File: src/rtl/tile_scanout.sv
// Display read stage: VGA timing, tile address generation, 2-clock pixel pipeline, buffer swap at vertical blank.
// Optional white tile grid overlay is enabled by defining TILE_SCANOUT_GRID_LINES_EN.
module tile_scanout #(
  parameter int A          = 9,
  parameter int S          = 24,
  parameter int H_ACTIVE   = 640,
  parameter int H_FP       = 16,
  parameter int H_SYNC     = 96,
  parameter int H_BP       = 48,
  parameter int V_ACTIVE   = 480,
  parameter int V_FP       = 10,
  parameter int V_SYNC     = 2,
  parameter int V_BP       = 33,
  parameter int TILE_SHIFT = 5,
  parameter int GRID_W     = 20
) (
  input  logic         clock,
  input  logic         nreset,
  input  logic         frame_done,
  output logic [A-1:0] address_read,
  input  logic [S-1:0] data_read,
  output logic         swap,
  output logic         swap_ack,
  output logic [S-1:0] rgb,
  output logic         de,
  output logic         hsync,
  output logic         vsync
);

  localparam int H_TOTAL = H_ACTIVE + H_FP + H_SYNC + H_BP;
  localparam int V_TOTAL = V_ACTIVE + V_FP + V_SYNC + V_BP;
  localparam int HW      = $clog2(H_TOTAL);
  localparam int VW      = $clog2(V_TOTAL);

  logic [HW-1:0] hcnt_reg, hcnt_next;
  logic [VW-1:0] vcnt_reg, vcnt_next;
  logic          pending_reg, pending_next;
  logic          active, hs_raw, vs_raw, at_swap, fire;
  logic          active_d1_reg, hs_d1_reg, vs_d1_reg;

  always_comb begin
    hcnt_next = hcnt_reg + 1'b1;
    vcnt_next = vcnt_reg;
    if (hcnt_reg == HW'(H_TOTAL - 1)) begin
      hcnt_next = '0;
      vcnt_next = (vcnt_reg == VW'(V_TOTAL - 1)) ? '0 : vcnt_reg + 1'b1;
    end
  end

  assign active = (hcnt_reg < HW'(H_ACTIVE)) && (vcnt_reg < VW'(V_ACTIVE));
  assign hs_raw = (hcnt_reg >= HW'(H_ACTIVE + H_FP)) &&
                  (hcnt_reg <= HW'(H_ACTIVE + H_FP + H_SYNC - 1));
  assign vs_raw = (vcnt_reg >= VW'(V_ACTIVE + V_FP)) &&
                  (vcnt_reg <= VW'(V_ACTIVE + V_FP + V_SYNC - 1));

  // Row*width product is formed at 32 bits, then truncated to the port width.
  assign address_read = active
      ? A'(32'(vcnt_reg >> TILE_SHIFT) * 32'(GRID_W) + 32'(hcnt_reg >> TILE_SHIFT))
      : '0;

  // Swap lands on the last cycle of the last visible line, after all active reads issued.
  assign at_swap  = (hcnt_reg == HW'(H_TOTAL - 1)) && (vcnt_reg == VW'(V_ACTIVE - 1));
  assign fire     = at_swap && (pending_reg || frame_done);
  assign swap     = fire;
  assign swap_ack = fire;

  always_comb begin
    pending_next = pending_reg | frame_done;
    if (fire) pending_next = 1'b0;
  end

  always_ff @(posedge clock or negedge nreset) begin
    if (!nreset) begin
      hcnt_reg    <= '0;
      vcnt_reg    <= '0;
      pending_reg <= 1'b0;
    end else begin
      hcnt_reg    <= hcnt_next;
      vcnt_reg    <= vcnt_next;
      pending_reg <= pending_next;
    end
  end

  always_ff @(posedge clock or negedge nreset) begin
    if (!nreset) begin
      active_d1_reg <= 1'b0;
      hs_d1_reg     <= 1'b0;
      vs_d1_reg     <= 1'b0;
    end else begin
      active_d1_reg <= active;
      hs_d1_reg     <= hs_raw;
      vs_d1_reg     <= vs_raw;
    end
  end

`ifdef TILE_SCANOUT_GRID_LINES_EN
  logic edge_d1_reg;

  always_ff @(posedge clock or negedge nreset) begin
    if (!nreset) begin
      edge_d1_reg <= 1'b0;
    end else begin
      edge_d1_reg <= (hcnt_reg[TILE_SHIFT-1:0] == '0) || (vcnt_reg[TILE_SHIFT-1:0] == '0);
    end
  end

  always_ff @(posedge clock or negedge nreset) begin
    if (!nreset) begin
      rgb <= '0;
    end else if (!active_d1_reg) begin
      rgb <= '0;
    end else begin
      rgb <= edge_d1_reg ? {S{1'b1}} : data_read;
    end
  end
`else
  always_ff @(posedge clock or negedge nreset) begin
    if (!nreset) begin
      rgb <= '0;
    end else begin
      rgb <= active_d1_reg ? data_read : '0;
    end
  end
`endif

  always_ff @(posedge clock or negedge nreset) begin
    if (!nreset) begin
      de    <= 1'b0;
      hsync <= 1'b1;
      vsync <= 1'b1;
    end else begin
      de    <= active_d1_reg;
      hsync <= ~hs_d1_reg;
      vsync <= ~vs_d1_reg;
    end
  end

endmodule

File: config.mk
export PLATFORM = sky130hd
export DESIGN_NAME = tile_scanout
export DESIGN_NICKNAME = d
export VERILOG_FILES = /design/src/rtl/tile_scanout.sv
export SDC_FILE = /design/constraint.sdc
export NUM_CORES = 1
export LEC_CHECK = 0
export CORE_MARGIN = 4
export CORE_UTILIZATION = 40
export CTS_BUF_LIST = sky130_fd_sc_hd__clkbuf_16
export CTS_CLUSTER_SIZE = 14
export DETAILED_ROUTE_END_ITERATION = 8
export GPL_ROUTABILITY_DRIVEN = 0
export PLACE_DENSITY = 0.77
export SYNTH_ARGS = -nofsm -noshare
export SYNTH_HDL_FRONTEND = slang
export SYNTH_SLANG_ARGS = --single-unit
File: constraint.sdc
create_clock -name clock -period 2.7 [get_ports clock]
set_input_delay 0.54 -clock clock [delete_from_list [all_inputs] [get_ports clock]]
set_output_delay 0.54 -clock clock [all_outputs]
set_load 0.03 [all_outputs]
Word-level counts from Yosys, hierarchy flattened
Index checks and enable logic that the tools add are counted.

cells by class
  $mul = 1
  equality and inequality tests = 3
  order comparisons = 6
  muxes and demuxes = 5
  bitwise operators = 3
  $add $sub $neg = 3
  shift operators = 0
  reductions and logical operators = 6
  divide/modulo/power cells = 0

operator list
  cell                                                                                number
  24-bit two-way mux                                                                  1
  10-bit by 1-bit adder with 10-bit output (second input constant)                    2
  10-bit == test (second input constant)                                              2
  10-bit two-way mux                                                                  2
  10-bit by 9-bit == test with 1-bit output (second input constant)                   1
  10-bit >= comparator (second input constant)                                        1
  10-bit by 9-bit >= comparator with 1-bit output (second input constant)             1
  10-bit less-or-equal comparator (second input constant)                             1
  10-bit by 9-bit less-or-equal comparator with 1-bit output (second input constant)  1
  10-bit < comparator (second input constant)                                         1
  10-bit by 9-bit < comparator with 1-bit output (second input constant)              1
  9-bit by 5-bit adder with 9-bit output                                              1
  9-bit two-way mux                                                                   1
  5-bit by 3-bit multiplier with 7-bit output (second input constant)                 1
  1-bit logical AND                                                                   5
  1-bit inverter                                                                      2
  1-bit logical OR                                                                    1
  1-bit two-way mux                                                                   1
  1-bit OR                                                                            1

word-level totals
  register bits after elaboration = 51
  bits in read-only memories = 0
  input port bits = 27
  memories = 0
  output and inout port bits = 38
  bits in writable memories = 0
  latch bits = 0

Longest topological paths before layout
  depth after elaboration = 4
  gate-level depth with buffers = 8
  gate-level depth less buffers = 8

Worst setup path before layout
No wires, ideal clock.

  kind = register -> output
  start point = reg vcnt_reg[6]
  end point = out address_read[8]
  arrival = 2498 ps
  slack = -338 ps
  stages on the path, launching flop included = 9
  required time = 2160 ps
  path through = dfrtp_1 > ha_1 > ha_1 > inv_1 > fa_1 > xnor2_1 > nand4b_1 > nand2_1 > nor3b_1

on the way
  cells in the longest elaborated chain, start to end = 3
  elaborated cells on any way between the ends = 5

RTL lines
  what                                                                                                           line    source
  from (decl)                                                                                                    36      logic [VW-1:0] vcnt_reg, vcnt_next;
  from (signal assigned)                                                                                         79      vcnt_reg <= vcnt_next;
  5-bit by 3-bit multiplier with 7-bit output or 10-bit by 9-bit < comparator with 1-bit output (tied branches)  58, 50
  9-bit by 5-bit adder with 9-bit output or 1-bit logical AND (tied branches)                                    58, 50
  9-bit two-way mux *                                                                                            58      ? A'(32'(vcnt_reg >> TILE_SHIFT) * 32'(GRID_W) + 32'(hcnt_reg >> TILE_SHIFT))
  to (decl)                                                                                                      20      output logic [A-1:0] address_read,

Every way passes the cells marked *; elsewhere a longest branch is shown, timed or not.

Worst setup path in the final report
  start point = reg vcnt_reg[8]
  end point = out address_read[7]

Same word-level chain as after synthesis.

==> flow_summary.toml <==
[status]
outcome = "complete, but fails checks"
violations = "setup timing"

[timing]
slew_violations = 0
relSlewSlack = 0.577
tightestPinTransition_ns = 0.635
setup_violations = 3
min_period_over_period = 1.05
timing.hold.ws_ns = 0.338
fmax_ghz = 0.353
final.setup_skew_ns = 0.00528
postLayoutSetupSlackWorst_ns = -0.134
period_needed_ns = 2.83
hold_viol_final = 0
grt_setup_unrepaired = "true"

[pwr]
ir_worst_vdd_mv = 0.257
pwr-share-comb = 0.089
swShare = 0.236
power.share.sequential = 0.497
power.leakage_nw = 1.53
switching_power_mw = 0.373
power.internal_mw = 1.21
p_per_area_nw_per_um2 = 463
p_clk_frac = 0.413

[yosys]
synth.top_cell.area_share = 0.512
synthFlopType = "dfrtp_1"
synth-simple-area-share = 0.243
synth-edff-count = 0
synth_fp_nets = 257
ys_seq_elements = 51
synthTopCellsByArea = "dfrtp_1 51%, and2_1 7.6%, ha_1 6.8%"
yosysTopAreaCell = "dfrtp_1"
synth_cell_types = 37
synth_mux_area_frac = 0
syn_avg_cell_area_sq_um = 11.1
synth_fa_ha_area_frac = 0.0846
synth_compound_area_frac = 0.0434
synth-xor-area-share = 0.0658
seq_area_frac_synth = 0.534
yosys_warnings = 0
synth_async_sr_flop_share = 1.00
synth_top_family_by_area = "simple AND/OR/NAND/NOR gates"
syn_area_sq_um = 2390
syn_inst = 215

[setup_path]
cp.arrival_ns = 2.29
r2r_cells = 5
startpoint_type = "flop"
critPathCaptureType = "output pin"
worst_ep_required_time_ns = 2.16
cp_max_fo = 4
worstSetupPathType = "flop to output pin"

[floorplanning]
die_w_microns = 85.4
die_h_microns = 85.4
rows = 27
die-area_sq_um = 7290
initial_core_util = 0.424
core-area_sq_um = 5640
pin_count = 65

[final_layout]
syn2layout_area_growth_pct = 42.4
final_cell_mix = "52 x clkdlybuf4s50_1, 47 x dfrtp_1, 29 x and2_1"
multiInputGateArea_sq_um = 1130
n_fill_cell = 481
fin_cells = 367
drive_gt1_frac = 0.183
insertedDiodeCount = 0
nets = 336
fin_area_sq_um = 3410
final_common_cell = "clkdlybuf4s50_1"
post-route-util = 0.604
largest_reg_flops = 24
ff_latch_area_sq_um = 1280

[clocking]
clk_pin_slew_ns = 0.07
root_buffer = "clkbuf_16"
cts_buffers = 5
cts_tree = "done"
cts.sinks = 51
htree_levels = 2
worstSkewPairLatency_ns = 0.29
cts_hold_buf = 0
clk_path_buf_depth = 2

[detailed_routing]
drtPass1Iterations = 4
wl_mm = 5.47
vias = 1835
antenna_left = 0
drt-vias-per-instance = 5.00
wl_per_cell_microns = 14.9
drcViolationCount = 0
drt-initial-drc-count = 99

[job]
cap_viol_max_count = 0

[placed_design]
dp_hpwl_mm = 3.93
placed_cell_area_sq_um = 3170
pre_cts_slack_ns = 0.0268
dp.cells = 356
portBuffers = 64

[grt]
grt_first_pass_wirelength_mm = 8.87
grtUsageTotal = 0.155
overflow = 0
grt_start_max_net_pins = 52
grt_pass1_vias = 1895
grt_antenna_before_repair = 0

[min_path]
hold_class = "input pin to async pin"
[worst paths after layout]
check	slack, ns	startpoint	endpoint
worst max-delay path	-0.13	vcnt_reg[8]$_DFFE_PN0N_	address_read[7]
worst min-delay path	0.34	nreset	rgb[10]$_DFF_PN0_
worst max register to register	0.87	hcnt_reg[0]$_DFF_PN0_	vcnt_reg[9]$_DFFE_PN0N_
worst min register to register	0.35	vs_d1_reg$_DFF_PN0_	vsync$_DFF_PN1_
max in group asynchronous	1.89	nreset	vcnt_reg[7]$_DFFE_PN0N_
min in group clock	0.35	vs_d1_reg$_DFF_PN0_	vsync$_DFF_PN1_
[synth_stat cells, types with 3 or more instances]
cell / instances
o21ai_0: 7
dfrtp_1: 49
and2_1: 29
nand4_1: 8
a21oi_1: 3
nand3_1: 9
xnor2_1: 11
clkbuf_1: 3
nand2_1: 6
nor2_1: 20
inv_1: 12
ha_1: 13
xor2_1: 7
nor3_1: 5
[layer usage]
| layer | wire length (microns) | vias up | part of all wire | global-route usage |
|---|---|---|---|---|
| met4 | 130 | 0 | 0.024 | 0.0691 |
| met2 | 2970 | 47 | 0.54 | 0.289 |
| met3 | 256 | 9 | 0.047 | 0.0301 |
| met1 | 2110 | 899 | 0.39 | 0.168 |
| met5 | 0 | - | 0 | 0 |
| li1 | - | 880 | - | - |
[power by group through the flow]
stage | Sequential (mW) | Clock [mW] | Combinational, mW
floorplan | 0.840 | 0 | 0.0121
global route | 0.788 | 0.695 | 0.150
CTS | 0.786 | 0.662 | 0.144
detailed placement | 0.801 | 0 | 0.143
finish | 0.786 | 0.653 | 0.141
global placement | 0.800 | 0 | 0.141
[final cells by class]
class | count | share of cell area
Sequential cell | 51 | 0.376
Timing Repair Buffer | 77 | 0.209
Clock inverter | 3 | 0.00807
Inverter | 12 | 0.0132
Multi-Input combinational cell | 147 | 0.331
Tap cell | 72 | 0.0264
Clock buffer | 5 | 0.0367
[worst max-delay path, cell delays in order (launching register included)]
cell and delay [ns]:
dfrtp_1 0.41, ha_4 0.25, ha_4 0.15, inv_2 0.05
fa_2 0.44, nand3b_1 0.20, o21ai_2 0.15, xnor2_1 0.15
nor2_2 0.06, buf_6 0.13
[logic make-up after synthesis]
kind of cell    Yosys count
compound gates           17
flops                    51
buf+inv                  17
fa+ha+maj                15
simple gates             97
xor+xnor                 18
[through the flow]
stage	power [mW]	setup TNS [ns]
2_1_floorplan	0.852	0
3_3_place_gp	0.942	0
3_5_place_dp	0.944	0
4_1_cts	1.59	-0.252
5_1_grt	1.63	-0.585
6_report	1.58	-0.278
[timing repair]
| action | in CTS | in global routing |
|---|---|---|
| endpoints found under the setup margin | 7 | 10 |
| gates resized for setup | 16 | 11 |
| cloned | 0 | 0 |
| buffers inserted | 1 | 2 |
| pin swaps | 7 | 6 |
No activity file was read; power rests on OpenSTA's default activity.
